[config.mk]
export PLATFORM = sky130hd
export DESIGN_NAME = thermo_stim_flat
export DESIGN_NICKNAME = d
export VERILOG_FILES = /design/src/rtl/thermo_stim_if.sv /design/src/rtl/thermo_stim.sv /design/src/flat_wrapper.sv
export SDC_FILE = /design/constraint.sdc
export NUM_CORES = 1
export LEC_CHECK = 0
export BUFFER_PORTS_ARGS = -buffer_cell sky130_fd_sc_hd__buf_2
export CORE_ASPECT_RATIO = 1.2
export CORE_MARGIN = 2
export CORE_UTILIZATION = 32
export CTS_CLUSTER_SIZE = 8
export DETAILED_ROUTE_END_ITERATION = 10
export HOLD_SLACK_MARGIN = 0.1
export PLACE_DENSITY = 0.55
export SETUP_SLACK_MARGIN = 0.15
export SYNTH_ARGS = -nofsm -noshare
export SYNTH_HDL_FRONTEND = slang
export SYNTH_SLANG_ARGS = --single-unit
[constraint.sdc]
create_clock -name clk -period 3.1 [get_ports clk]
set_clock_uncertainty 0.1 [all_clocks]
set_input_delay 0.31 -clock clk [delete_from_list [all_inputs] [get_ports clk]]
set_output_delay 0.31 -clock clk [all_outputs]
set_load 0.05 [all_outputs]
[src/rtl/thermo_stim_if.sv]
// Stimulus bundle between the thermometer ramp generator and its user.
// toggle_cnt exists only when THERMO_STIM_TOGGLE_CNT_EN is defined.
interface thermo_stim_if #(
    parameter int WIDTH = 4
);
    logic             start;
    logic             abort;
    logic [WIDTH-1:0] bits;
    logic             exp_o;
    logic             busy;
    logic             done;
`ifdef THERMO_STIM_TOGGLE_CNT_EN
    logic [15:0]      toggle_cnt;

    modport master (output start, abort, input bits, exp_o, busy, done, toggle_cnt);
    modport slave  (input start, abort, output bits, exp_o, busy, done, toggle_cnt);
`else
    modport master (output start, abort, input bits, exp_o, busy, done);
    modport slave  (input start, abort, output bits, exp_o, busy, done);
`endif
endinterface

[src/rtl/thermo_stim.sv]
// Thermometer-code ramp generator for a downstream AND-reduction stage.
// Optional feature macro: THERMO_STIM_TOGGLE_CNT_EN (adds saturating toggle_cnt).
module thermo_stim #(
    parameter int WIDTH       = 4,
    parameter int STEP_CYCLES = 1,
    parameter int HOLD_CYCLES = 10
) (
    input  logic          clk,
    input  logic          rst,
    thermo_stim_if.slave  sif
);
    // state | meaning
    // IDLE  | bits cleared, waiting for start
    // RAMP  | one more bit set every STEP_CYCLES cycles, LSB first
    // HOLD  | all ones held for HOLD_CYCLES cycles, then clear and pulse done
    typedef enum logic [1:0] {IDLE, RAMP, HOLD} state_t;

    localparam int              SW        = (WIDTH > 1) ? $clog2(WIDTH) : 1;
    localparam logic [15:0]     STEP_LAST = 16'(STEP_CYCLES - 1);
    localparam logic [15:0]     HOLD_LAST = 16'(HOLD_CYCLES - 1);
    localparam logic [SW-1:0]   STEP_MAX  = SW'(WIDTH - 1);

    state_t           state_q, state_d;
    logic [WIDTH-1:0] bits_q, bits_d;
    logic [SW-1:0]    step_q, step_d;
    logic [15:0]      cnt_q, cnt_d;
    logic             busy_q, busy_d;
    logic             done_q, done_d;

    always_comb begin
        state_d = state_q;
        bits_d  = bits_q;
        step_d  = step_q;
        cnt_d   = cnt_q;
        done_d  = 1'b0;
        case (state_q)
            IDLE: begin
                bits_d = '0;
                // abort outranks start so a simultaneous request never launches
                if (!sif.abort && sif.start) begin
                    state_d = RAMP;
                    step_d  = '0;
                    cnt_d   = '0;
                end
            end
            RAMP: begin
                if (sif.abort) begin
                    state_d = IDLE;
                    bits_d  = '0;
                    step_d  = '0;
                    cnt_d   = '0;
                end else if (cnt_q == STEP_LAST) begin
                    cnt_d          = '0;
                    bits_d[step_q] = 1'b1;
                    if (step_q == STEP_MAX) begin
                        state_d = HOLD;
                        step_d  = '0;
                    end else begin
                        step_d = step_q + 1'b1;
                    end
                end else begin
                    cnt_d = cnt_q + 16'd1;
                end
            end
            HOLD: begin
                if (sif.abort) begin
                    state_d = IDLE;
                    bits_d  = '0;
                    cnt_d   = '0;
                end else if (cnt_q == HOLD_LAST) begin
                    state_d = IDLE;
                    bits_d  = '0;
                    cnt_d   = '0;
                    done_d  = 1'b1;
                end else begin
                    cnt_d = cnt_q + 16'd1;
                end
            end
            default: begin
                state_d = IDLE;
                bits_d  = '0;
                step_d  = '0;
                cnt_d   = '0;
            end
        endcase
        busy_d = (state_d != IDLE);
    end

    always_ff @(posedge clk) begin
        if (rst) begin
            state_q <= IDLE;
            bits_q  <= '0;
            step_q  <= '0;
            cnt_q   <= '0;
            busy_q  <= 1'b0;
            done_q  <= 1'b0;
        end else begin
            state_q <= state_d;
            bits_q  <= bits_d;
            step_q  <= step_d;
            cnt_q   <= cnt_d;
            busy_q  <= busy_d;
            done_q  <= done_d;
        end
    end

    assign sif.bits  = bits_q;
    assign sif.exp_o = &bits_q;
    assign sif.busy  = busy_q;
    assign sif.done  = done_q;

`ifdef THERMO_STIM_TOGGLE_CNT_EN
    logic        start_acc;
    logic [4:0]  flips;
    logic [16:0] tog_sum;
    logic [15:0] tog_q, tog_d;

    assign start_acc = (state_q == IDLE) && sif.start && !sif.abort;

    always_comb begin
        flips   = 5'($countones(bits_d ^ bits_q));
        tog_sum = {1'b0, tog_q} + {12'd0, flips};
        tog_d   = tog_sum[16] ? 16'hFFFF : tog_sum[15:0];
        if (start_acc) tog_d = '0;
    end

    always_ff @(posedge clk) begin
        if (rst) tog_q <= '0;
        else     tog_q <= tog_d;
    end

    assign sif.toggle_cnt = tog_q;
`endif
endmodule

[src/flat_wrapper.sv]
// flat-port wrapper written by rule: the top's interface ports become plain ports
module thermo_stim_flat 
#(
    parameter int WIDTH       = 4,
    parameter int STEP_CYCLES = 1,
    parameter int HOLD_CYCLES = 10
)
  (clk, rst, sif_start, sif_abort, sif_bits, sif_exp_o, sif_busy, sif_done);
  thermo_stim_if #(.WIDTH(WIDTH)) sif_i ();
  input  logic clk;
  input  logic rst;
  input wire logic [$bits(sif_i.start)-1:0] sif_start;
  input wire logic [$bits(sif_i.abort)-1:0] sif_abort;
  output wire logic [$bits(sif_i.bits)-1:0] sif_bits;
  output wire logic [$bits(sif_i.exp_o)-1:0] sif_exp_o;
  output wire logic [$bits(sif_i.busy)-1:0] sif_busy;
  output wire logic [$bits(sif_i.done)-1:0] sif_done;
  assign sif_i.start = sif_start;
  assign sif_i.abort = sif_abort;
  assign sif_bits = sif_i.bits;
  assign sif_exp_o = sif_i.exp_o;
  assign sif_busy = sif_i.busy;
  assign sif_done = sif_i.done;
  thermo_stim #(.WIDTH(WIDTH), .STEP_CYCLES(STEP_CYCLES), .HOLD_CYCLES(HOLD_CYCLES)) u_core (.clk(clk), .rst(rst), .sif(sif_i));
endmodule
==> results.py <==
metrics = {
    "status": {
        "status": "finished, final reports clean",
    },
    "setup_path": {
        "crit_slowest_cell": "or4_1",
        "worst-endpoint-required_ps": 3200,
        "worst-setup-path-type": "reg -> reg",
        "startpoint_type": "flip-flop",
        "cp_max_fo": 11,
        "arrival_ps": 2290,
        "r2r_start": "u_core.state_q[1]",
        "r2r_setup_slack_ps": 900,
        "path_cells": "inv_1, ha_1, inv_1, o211ai_1, or4_1, a22oi_1",
        "max_stage_delay_ps": 550,
        "end_kind": "flip-flop",
        "path_common_cell": "inv_1",
        "critical_path.startpoint": "u_core.state_q[1]",
    },
    "timing": {
        "setup_tns_ps": 0,
        "hold_viol_final": 0,
        "finalCritPeriodShare_pct": 70.8,
        "holdWs_ps": 282,
        "setup_viol": 0,
        "fmax_mhz": 455,
        "worstMarginPinSlew_ps": 538,
        "maxSlewHeadroom_pct": 63.2,
        "slew_violations": 0,
        "layout_min_cycle_time_ps": 2200,
        "rsz0062_at_grt": "false",
    },
    "floorplanning": {
        "die-width_um": 68.0,
        "coreArea_um2": 4660,
        "initial_core_util_pct": 33.8,
        "dieHeight_um": 80.8,
        "dieArea_um2": 5500,
        "num_rows": 27,
        "ios": 11,
    },
    "finish": {
        "fin_nets": 193,
        "multiInputGateArea_um2": 966,
        "drive_above_1_share_pct": 21.0,
        "diodes": 0,
        "syn2layout_area_growth_pct": 8.19,
        "fillers": 485,
        "seq_area_um2": 520,
    },
    "yosys": {
        "yosysMostFrequentCell": "dfxtp_1",
        "synth_top_area_cell": "dfxtp_1",
        "synth_nets": 183,
        "syn_inst": 168,
        "synth_edf_count": 0,
        "async_reset_ff_share_pct": 0,
        "synth_seq_cells": 26,
        "synth_top_area_share_pct": 33.1,
        "syn-cell-area_um2": 1570,
        "avgSynthCellArea_um2": 9.37,
        "ys_warn_count": 0,
        "synth_cell_type_count": 45,
        "yosys-top-cells-area": "dfxtp_1, ha_1, a21oi_2",
        "ys_seq_area_share_pct": 33.1,
        "ys.flop_type": "dfxtp_1",
        "ys_top_cells_by_count": "dfxtp_1, inv_1, ha_1, o21ai_0, a21oi_2",
    },
    "hold_path": {
        "hold_path.class": "in -> reg",
        "hp-start": "rst",
    },
    "power_and_ir_drop": {
        "p_per_area_nw_per_um2": 354,
        "total_power_uw": 604,
        "vdd_drop_max_mv": 0.209,
        "p_leak_nw": 0.574,
    },
    "route": {
        "wirelength_mm": 3.32,
        "drcViolationCount": 0,
        "num_vias": 1258,
        "final_antenna_net_count": 0,
        "wire_per_inst_um": 14.2,
        "met3WireLength_um": 97,
        "drt-met1-wl_mm": 1.56,
        "drt_iter0_markers": 69,
        "drtPass1Iterations": 4,
        "vias_per_cell": 5.38,
        "wl_met2_mm": 1.63,
        "routed.top_layer": "met4",
    },
    "clocking": {
        "htree_num_levels": 1,
        "cts_tree": "yes",
        "clk_pin_slew_ps": 90,
        "clock-sinks": 26,
        "hold_buffers": 0,
        "ctsResizeCount": 0,
        "cts_setup_buffers": 0,
        "clkLatencyLatePin_ps": 270,
        "cts_buffer_depth": 2,
        "root_buffer": "clkbuf_8",
        "numCtsBuffers": 3,
    },
    "place": {
        "io_buffers": 10,
        "routabilityCongestion": 0.775,
        "dp_hpwl_mm": 2.42,
    },
    "global_route": {
        "grt-ovfl-total": 0,
        "grtUsageTotal_pct": 14.0,
        "grt_max_degree": 17,
        "antenna_found_initial": 0,
        "grt_pass1_vias": 1259,
        "grt_pass1_wl_mm": 5.93,
    },
    "run": {
        "cap_viol_max_count": 0,
    },
}
-- where the power goes --
part           internal, mW  switching [mW]  leakage, nW
clock network        0.0871           0.106       0.0216
registers             0.338         0.00368        0.210
logic                0.0224          0.0468        0.342
-- area by class of cell --
type                            instances  share of cell area [%]
Multi-Input combinational cell        124                    56.7
Sequential cell                        26                    30.6
Tap cell                               58                    4.26
Timing Repair Buffer                   11                    3.38
Inverter                               12                    2.65
Clock buffer                            3                    2.42
-- metrics by stage --
| step | utilization, % | cells | setup slack (ps) | cell area [µm²] |
|---|---|---|---|---|
| floorplan | - | 168 | 359 | 1570 |
| global placement | 35.6 | 231 | 997 | 1660 |
| detailed placement | 35.6 | 231 | 901 | 1660 |
| CTS | 36.5 | 234 | 874 | 1700 |
| global route | 36.5 | 234 | 667 | 1700 |
| finish | 36.5 | 234 | 904 | 1700 |
-- layout by cell type, fill, tap and decap left out, types with 2 or more instances in the layout --
master and count:
or3_1 5, nor3_1 2, and3_1 3, nand4_1 5
xor2_1 4, nor4_2 2, a22oi_1 7, nand2b_1 3
ha_1 11, nand2_1 8, xnor2_1 5, dfxtp_1 26
a21oi_2 10, and4_4 2, buf_2 10, o21ai_0 11
nand3_1 3, o31ai_1 2, clkbuf_8 3, a2111oi_2 4
or4_1 2, a21oi_1 5, nor2_1 8, and2b_1 2
a2111oi_0 3, inv_1 12
-- logic make-up (layout without fill, tap and decap cells) --
logic type | Yosys count | in the layout | share of synthesized area, %
AOI/OAI and AO/OA | 52 | 52 | 26.9
xor gates and xnor gates | 9 | 9 | 5.01
adders and majority gates | 11 | 11 | 8.74
buffers and inverters | 18 | 26 | 5.56
DFF | 26 | 26 | 33.1
muxes | 1 | 1 | 0.636
and+or+nand+nor | 51 | 51 | 20.0
-- flip-flops by register name, summed over array words and instances (netlist names) --
register         cells
u_core.sif.bits      4
u_core.cnt_q        16
u_core.sif.busy      1
u_core.step_q        2
u_core.sif.done      1
u_core.state_q       2
-- worst paths after layout --
kind / end / cells past startpoint
worst max-delay path: u_core.cnt_q[12] / 6
worst min-delay path: u_core.sif.bits[1] / 2
worst min register to register: u_core.sif.bits[0] / 2
worst max register to register: u_core.cnt_q[12] / 6
-- layer usage --
layer,up-vias,global-route usage (%)
met5,-,0
met2,17,24.9
met3,2,3.32
met1,596,16.7
li1,643,-
met4,0,3.00
-- critical path: cells and delay by family, from the launching register on --
| kind | cells | cell delay, ps |
|---|---|---|
| AOI/OAI and AO/OA | 2 | 420 |
| adders and majority gates | 1 | 310 |
| buffers and inverters | 2 | 330 |
| DFF | 1 | 410 |
| and+or+nand+nor | 1 | 550 |
Power figures use the tool's default switching activity.
